## config.mk

```make
export PLATFORM = sky130hd
export DESIGN_NAME = stage_ex
export DESIGN_NICKNAME = d
export VERILOG_FILES = /design/src/rtl/stage_ex.sv
export SDC_FILE = /design/constraint.sdc
export NUM_CORES = 1
export LEC_CHECK = 0
export CAP_MARGIN = 0
export CELL_PAD_IN_SITES_DETAIL_PLACEMENT = 0
export CELL_PAD_IN_SITES_GLOBAL_PLACEMENT = 2
export CORE_ASPECT_RATIO = 1.5
export CORE_MARGIN = 5
export CORE_UTILIZATION = 27
export DETAILED_ROUTE_END_ITERATION = 12
export GPL_TIMING_DRIVEN = 0
export PLACE_DENSITY_LB_ADDON = 0.12
export SYNTH_ARGS = -nofsm -noshare
export SYNTH_HDL_FRONTEND = slang
export SYNTH_SLANG_ARGS = --single-unit
```

## constraint.sdc

```tcl
create_clock -name CLK -period 1.7 [get_ports CLK]
set_input_delay 0.425 -clock CLK [delete_from_list [all_inputs] [get_ports CLK]]
set_output_delay 0.425 -clock CLK [all_outputs]
set_load 0.03 [all_outputs]
```

## src/rtl/stage_ex.sv

```systemverilog
// rtl/stage_ex.sv - execute stage: ALU, NZCV flags register, branch resolution, EX/MEM register
module stage_ex #(
  parameter int N = 32
) (
  input  logic         CLK,
  input  logic         RST,
  input  logic         Stall_i,
  input  logic         Valid_i,
  input  logic [N-1:0] RD1_i,
  input  logic [N-1:0] RD2_i,
  input  logic [N-1:0] Extend_i,
  input  logic [3:0]   A3_i,
  input  logic         RF_WE_i,
  input  logic         MemWE_i,
  input  logic         WBSelect_i,
  input  logic         SetFlags_i,
  input  logic         BranchSelect_i,
  input  logic         ALUOpBSelect_i,
  input  logic [1:0]   ALUControl_i,
  output logic         BranchTaken_o,
  output logic [N-1:0] BranchTarget_o,
  output logic [N-1:0] ALUResult_o,
  output logic [N-1:0] WriteData_o,
  output logic [3:0]   A3_o,
  output logic         RF_WE_o,
  output logic         MemWE_o,
  output logic         WBSelect_o,
  output logic         Valid_o,
  output logic [3:0]   Flags_o
);

  logic [N-1:0] w_opb;
  logic [N-1:0] w_opb_x;
  logic [N:0]   w_sum;
  logic         w_sub;
  logic [N-1:0] w_res;
  logic         w_c;
  logic         w_v;
  logic         w_cond;
  logic [3:0]   r_flags;

  assign w_opb   = ALUOpBSelect_i ? Extend_i : RD2_i;
  assign w_sub   = (ALUControl_i == 2'b01);
  // Subtract as A + ~B + 1 so the adder carry-out is directly NOT borrow.
  assign w_opb_x = w_sub ? ~w_opb : w_opb;
  assign w_sum   = {1'b0, RD1_i} + {1'b0, w_opb_x} + {{N{1'b0}}, w_sub};

  always_comb begin
    w_res = w_sum[N-1:0];
    w_c   = w_sum[N];
    w_v   = (RD1_i[N-1] == w_opb_x[N-1]) && (w_sum[N-1] != RD1_i[N-1]);
    case (ALUControl_i)
      2'b10: begin
        w_res = RD1_i & w_opb;
        w_c   = 1'b0;
        w_v   = 1'b0;
      end
      2'b11: begin
        w_res = RD1_i | w_opb;
        w_c   = 1'b0;
        w_v   = 1'b0;
      end
      default: ;
    endcase
  end

  // Condition uses the committed flags only; this instruction's own SetFlags is not visible yet.
  always_comb begin
    w_cond = 1'b0;
    case (A3_i)
      4'd0:    w_cond = 1'b1;
      4'd1:    w_cond = r_flags[2];
      4'd2:    w_cond = ~r_flags[2];
      4'd3:    w_cond = r_flags[3] ^ r_flags[0];
      4'd4:    w_cond = ~(r_flags[3] ^ r_flags[0]);
      default: w_cond = 1'b0;
    endcase
  end

  assign BranchTaken_o  = RST & Valid_i & BranchSelect_i & w_cond & ~Stall_i;
  assign BranchTarget_o = Extend_i;
  assign Flags_o        = r_flags;

  always_ff @(posedge CLK or negedge RST) begin
    if (!RST) begin
      r_flags <= 4'b0000;
    end else if (Valid_i && SetFlags_i && !Stall_i) begin
      r_flags <= {w_res[N-1], (w_res == '0), w_c, w_v};
    end
  end

  always_ff @(posedge CLK or negedge RST) begin
    if (!RST) begin
      ALUResult_o <= '0;
      WriteData_o <= '0;
      A3_o        <= 4'd0;
      RF_WE_o     <= 1'b0;
      MemWE_o     <= 1'b0;
      WBSelect_o  <= 1'b0;
      Valid_o     <= 1'b0;
    end else if (!Stall_i) begin
      ALUResult_o <= w_res;
      WriteData_o <= RD2_i;
      A3_o        <= A3_i;
      RF_WE_o     <= RF_WE_i & Valid_i;
      MemWE_o     <= MemWE_i & Valid_i;
      WBSelect_o  <= WBSelect_i;
      Valid_o     <= Valid_i;
    end
  end

endmodule

```

# Word level (Yosys, flattened, before mapping)
# Index checks and enable logic that the tools add are counted.
classes:
  n_eq_ne: 9
  n_addsub: 2
  reduce_logical: 7
  bitwise: 13
  n_mux: 6
ops:
  columns: ["cell", "count"]
  rows:
  - ["two-way mux 32 bit", 2]
  - ["one-hot mux 32 bit (2 select lines)", 1]
  - ["adder 32 x 32 -> 33 bit", 1]
  - ["adder 33 x 1 -> 33 bit", 1]
  - ["bitwise AND 32 bit", 1]
  - ["logical NOT 32 bit", 1]
  - ["inverter 32 bit", 1]
  - ["OR 32 bit", 1]
  - ["equality test 4 x 2 -> 1 bit, second input constant", 2]
  - ["bitwise AND 1 bit", 6]
  - ["one-hot mux 1 bit (5 select lines)", 1]
  - ["equality test 2 bit, second input constant", 2]
  - ["equality test 4 x 1 -> 1 bit, second input constant", 1]
  - ["equality test 4 x 3 -> 1 bit, second input constant", 1]
  - ["logical NOT 4 bit", 1]
  - ["logical AND 1 bit", 3]
  - ["inverter 1 bit", 3]
  - ["equality test 2 x 1 -> 1 bit, second input constant", 1]
  - ["two-way mux 1 bit", 2]
  - ["OR reduction 2 bit", 1]
  - ["equality test 1 bit", 1]
  - ["logical NOT 1 bit", 1]
  - ["!= test 1 bit", 1]
  - ["XOR 1 bit", 1]
totals:
  input_bits: 112
  output_inout_bits: 109
  word_cells: 45
  register_bits: 76

# Depth between registers and ports, before layout
depth:
  depth_word: 8
  depth_mapped: 20
  ltp_nobuf: 15

# Worst setup path before layout
# Ideal clock, no wire load.
synth_timing:
  path_type: "input to register"
  start: "in ALUControl_i[1]"
  end: "reg r_flags[2], in the netlist Flags_o[2]"
  arrival_time_ps: 5531
  required_time_ps: 1634
  n_path_buf: 6
  setup_slack_ps: -3897
  cell_stages: 19
  setup_ps: 66
  path_cell_list: "clkbuf_1 -> clkbuf_1 -> clkbuf_1 -> clkbuf_1 -> buf_1 -> nor2_1 -> clkbuf_1 -> xnor2_1 -> ha_1 -> nor2b_1 -> o311a_1 -> o211a_1 -> or2_2 -> or3_1 -> a31oi_1 -> nand4_1 -> or4_1 -> or4b_1 -> nand2_1"
synth_via:
  elab_chain_cells: 6
  elab_cells_between_ends: 8
  classes_between: "2 x add/sub; 3 x eq/ne; 2 x mux; 1 x reduce/logical"
synth_rtl:
  columns: ["item", "line_no", "rtl"]
  rows:
  - ["start: declaration", "19", "input logic [1:0] ALUControl_i,"]
  - ["equality test 2 x 1 -> 1 bit", "43", "assign w_sub = (ALUControl_i == 2'b01);"]
  - ["two-way mux 32 bit", "45", "assign w_opb_x = w_sub ? ~w_opb : w_opb;"]
  - ["adder 32 x 32 -> 33 bit", "46", "assign w_sum = {1'b0, RD1_i} + {1'b0, w_opb_x} + {{N{1'b0}}, w_sub};"]
  - ["adder 33 x 1 -> 33 bit", "46", null]
  - ["one-hot mux 32 bit (2 select lines) (*)", "52", "case (ALUControl_i)"]
  - ["logical NOT 32 bit (*)", "88", "r_flags <= {w_res[N-1], (w_res == '0), w_c, w_v};"]
  - ["end signal: assignment", "88", null]
  - ["end: declaration", "40", "logic [3:0] r_flags;"]
# Every way passes the cells marked *; elsewhere a longest branch is shown, timed or not.
# A chain may end at the register's enable or synchronous reset.

# Final worst setup path
# Ends and elaborated chain as after synthesis.

==> impl_metrics.ini <==
[setup_path]
cp_max_fo = 5
max_stage_delay_ps = 560
end_kind = flop
crit_slowest_cell = or4_4
worstSetupPathType = in -> reg
cp_data_required_time_ps = 2000
cp_common_cell = clkbuf_16
arrival_ps = 4780
crit_chain = clkbuf_16 > clkbuf_16 > clkbuf_16 > clkbuf_16 > buf_12 > nor2_4 > buf_12 > clkbuf_16 > xnor2_4 > ha_4 > buf_4 > a21oi_4 > nand2_2 > o311a_1 > nor3_2 > o31a_1 > nand3_2 > or4_4 > or4_4 > or4b_4 > nand2_1
startpoint_type = input port

[route]
ant_nets = 0
routed_wl_microns = 30200
routedWlPerCell_microns = 21.7
via_count = 6961
vias_per_cell = 5.00
drtPass1Iterations = 4
drc_errors = 0
first_iter_violations = 238

[final_layout]
final_common_cell = clkdlybuf4s50_1
fin_nets = 1207
antennaDiodeCount = 0
final_cells = 1391
area_delta_synth_final_pct = 68.9
layout_common_cells = clkdlybuf4s50_1, buf_4, nand2_1, dlygate4sd2_1, dfrtp_1
drive_gt1_share_pct = 35.4

[power_and_ir_drop]
p_total_mw = 9.67
power_density_nw_per_um2 = 867
peakVddDrop_v = 0.000519
leakagePower_nw = 4.83

[sta]
finalSetupViolCount = 36
grt_setup_unrepaired = yes
fin_crit_sh_pct = 264
slew_headroom_pct = 37.1
hold_viol = 0
skew_ps = 0
fin_crit_ps = 4480
worst_slack_ps = -2780
finalMaxSlewViolations = 0
clock.fmax_ghz = 0.223
worstMarginPinSlew_ps = 943

[placed_design]
place_ws_ps = -3990
place_inst = 1302
dp_hpwl_microns = 23700
place.gp.congestion = 0.797
io_buffer_count = 217

[grt]
grt_max_degree = 47
grt-ovfl-total = 0
grt_first_pass_wirelength_microns = 44600
grt_pass1_vias = 7318
track_usage_pct = 21.8
antenna_found_initial = 1

[clock_tree]
holdBufCountCts = 0
clk_path_buf_depth = 2
tritoncts = done
clk-insertion-delay-late_ps = 360
cts.sinks = 76
h-tree-depth = 3
clockRootBuffer = clkbuf_16
cts.clk_slew.worst_paths_ps = 70
cts_buffers = 9

[synthesis]
ys_ff_latch = 76
seq_area_frac_synth_pct = 28.8
synthArstFlopShare_pct = 100
synth_edf_count = 0
synth_area_per_cell_sq_um = 8.69
syn_area_sq_um = 6610
syn_nets = 905
synth_cells = 760
synth_top_flop_cell = dfrtp_1
yosysUniqueCellTypes = 71
yosys_warnings = 0

[min_path]
hold_class = in -> async

[floorplan]
core_sq_um = 24300
die_h_microns = 202
die_area_sq_um = 27800
die_w_microns = 138
start_util_pct = 27.2
std_cell_rows = 70
io_pins = 221

[run_status]
violations = negative setup slack
outcome = finished with violations

[flow_run]
max-cap-violations = 0
## routing by layer
metal  vias to the layer above  track usage (%)  routed length (microns)
met1                      3357             21.4                    10300
met4                         2             13.0                     1950
met3                        68             3.40                     1070
met2                       165             41.6                    16800
met5                         -                0                       13
li1                       3369                -                        -
## cell type report
type | count | area [sq um]
Fill cell | 2459 | 13100
Multi-Input combinational cell | 600 | 5210
Timing Repair Buffer | 293 | 2630
Sequential cell | 76 | 1900
Buffer | 68 | 611
Tap cell | 324 | 405
Clock buffer | 9 | 225
Clock inverter | 7 | 121
Inverter | 14 | 52.6
## stage by stage
step	cell area [sq um]	utilization, %	hold slack [ps]	TNS (ps)
after CTS	10700	44.2	28.6	-54150
after detailed placement	9520	39.2	415	-129070
after floorplan	6920	-	129	-57600
after global placement	9500	39.1	463	-357570
after global routing	11200	46.0	45.6	-58490
final	11200	46.0	18.5	-54670
## report_power, final
group,internal [mW],leakage (nW),switching (mW)
Sequential,2.09,0.894,0.139
Combinational,2.27,3.76,2.78
Clock,1.45,0.170,0.945
Total,5.81,4.83,3.87
## critical path: cells and delay by family
kind | cells | cell delay [ps]
and+or+nand+nor | 8 | 2160
buffers and inverters | 8 | 1100
AOI/OAI and AO/OA | 3 | 730
adders and majority gates | 1 | 230
xor gates and xnor gates | 1 | 120
## sequential cells by signal, indices dropped and copies added, names as in the netlist
register     flops
A3_o             4
MemWE_o          1
RF_WE_o          1
ALUResult_o     32
Valid_o          1
WBSelect_o       1
WriteData_o     32
Flags_o          4
## kinds of logic (layout without fill, tap and decap cells)
kind of cell / count (synthesis) / in the layout / share of synthesized area (%)
compound gates: 205 / 205 / 20.9
xor+xnor: 40 / 40 / 5.30
fa+ha+maj: 34 / 34 / 6.51
buf+inv: 84 / 391 / 6.72
flops: 76 / 76 / 28.8
mux: 93 / 93 / 15.3
simple gates: 228 / 228 / 16.5
## cell usage after synthesis (3+ instances only)
library cell	count	share of area (%)
a211oi_1	11	1.2
a21boi_0	3	0.34
a21o_1	16	1.8
a21oi_1	46	3.5
a31oi_1	6	0.57
and2_1	5	0.47
and3_1	5	0.47
buf_1	4	0.23
buf_4	32	3.6
clkbuf_1	32	1.8
dfrtp_1	76	29
ha_1	32	6.1
inv_1	12	0.68
mux2_2	52	8.9
mux2i_1	39	5.9
nand2_1	86	4.9
nand2b_1	4	0.38
nand3_1	10	0.76
nand4_1	8	0.76
nor2_1	53	3.0
nor2b_1	6	0.57
nor3_1	16	1.2
nor3b_1	6	0.68
nor4_1	5	0.47
o211a_1	5	0.76
o211ai_1	18	2.0
o21a_1	9	1.0
o21ai_0	49	3.7
o22ai_1	5	0.47
o311a_1	3	0.45
o31a_1	4	0.53
or2_2	5	0.47
or3_1	5	0.47
or4_1	4	0.45
xnor2_1	37	4.9
xor2_1	3	0.40
## path summary, 6_finish.rpt
path / from / end / slack (ps) / depth (start not counted)
max reg2reg: Flags_o[0] / Flags_o[0] / 870 / 3
max: ALUControl_i[1] / Flags_o[2] / -2780 / 21
min: RST / WriteData_o[6] / 20 / 1
min in group CLK: A3_i[1] / A3_o[1] / 400 / 2
max in group asynchronous: RST / ALUResult_o[8] / 1030 / 2
min reg2reg: ALUResult_o[23] / ALUResult_o[23] / 470 / 1
## repair_timing
item	in CTS	in global routing
endpoints found under the setup margin	181	53
gates cloned	1	0
gates resized for setup	395	66
buffers inserted	50	24
pin swaps	47	27
Note: power is estimated with default switching activity, not from simulation.
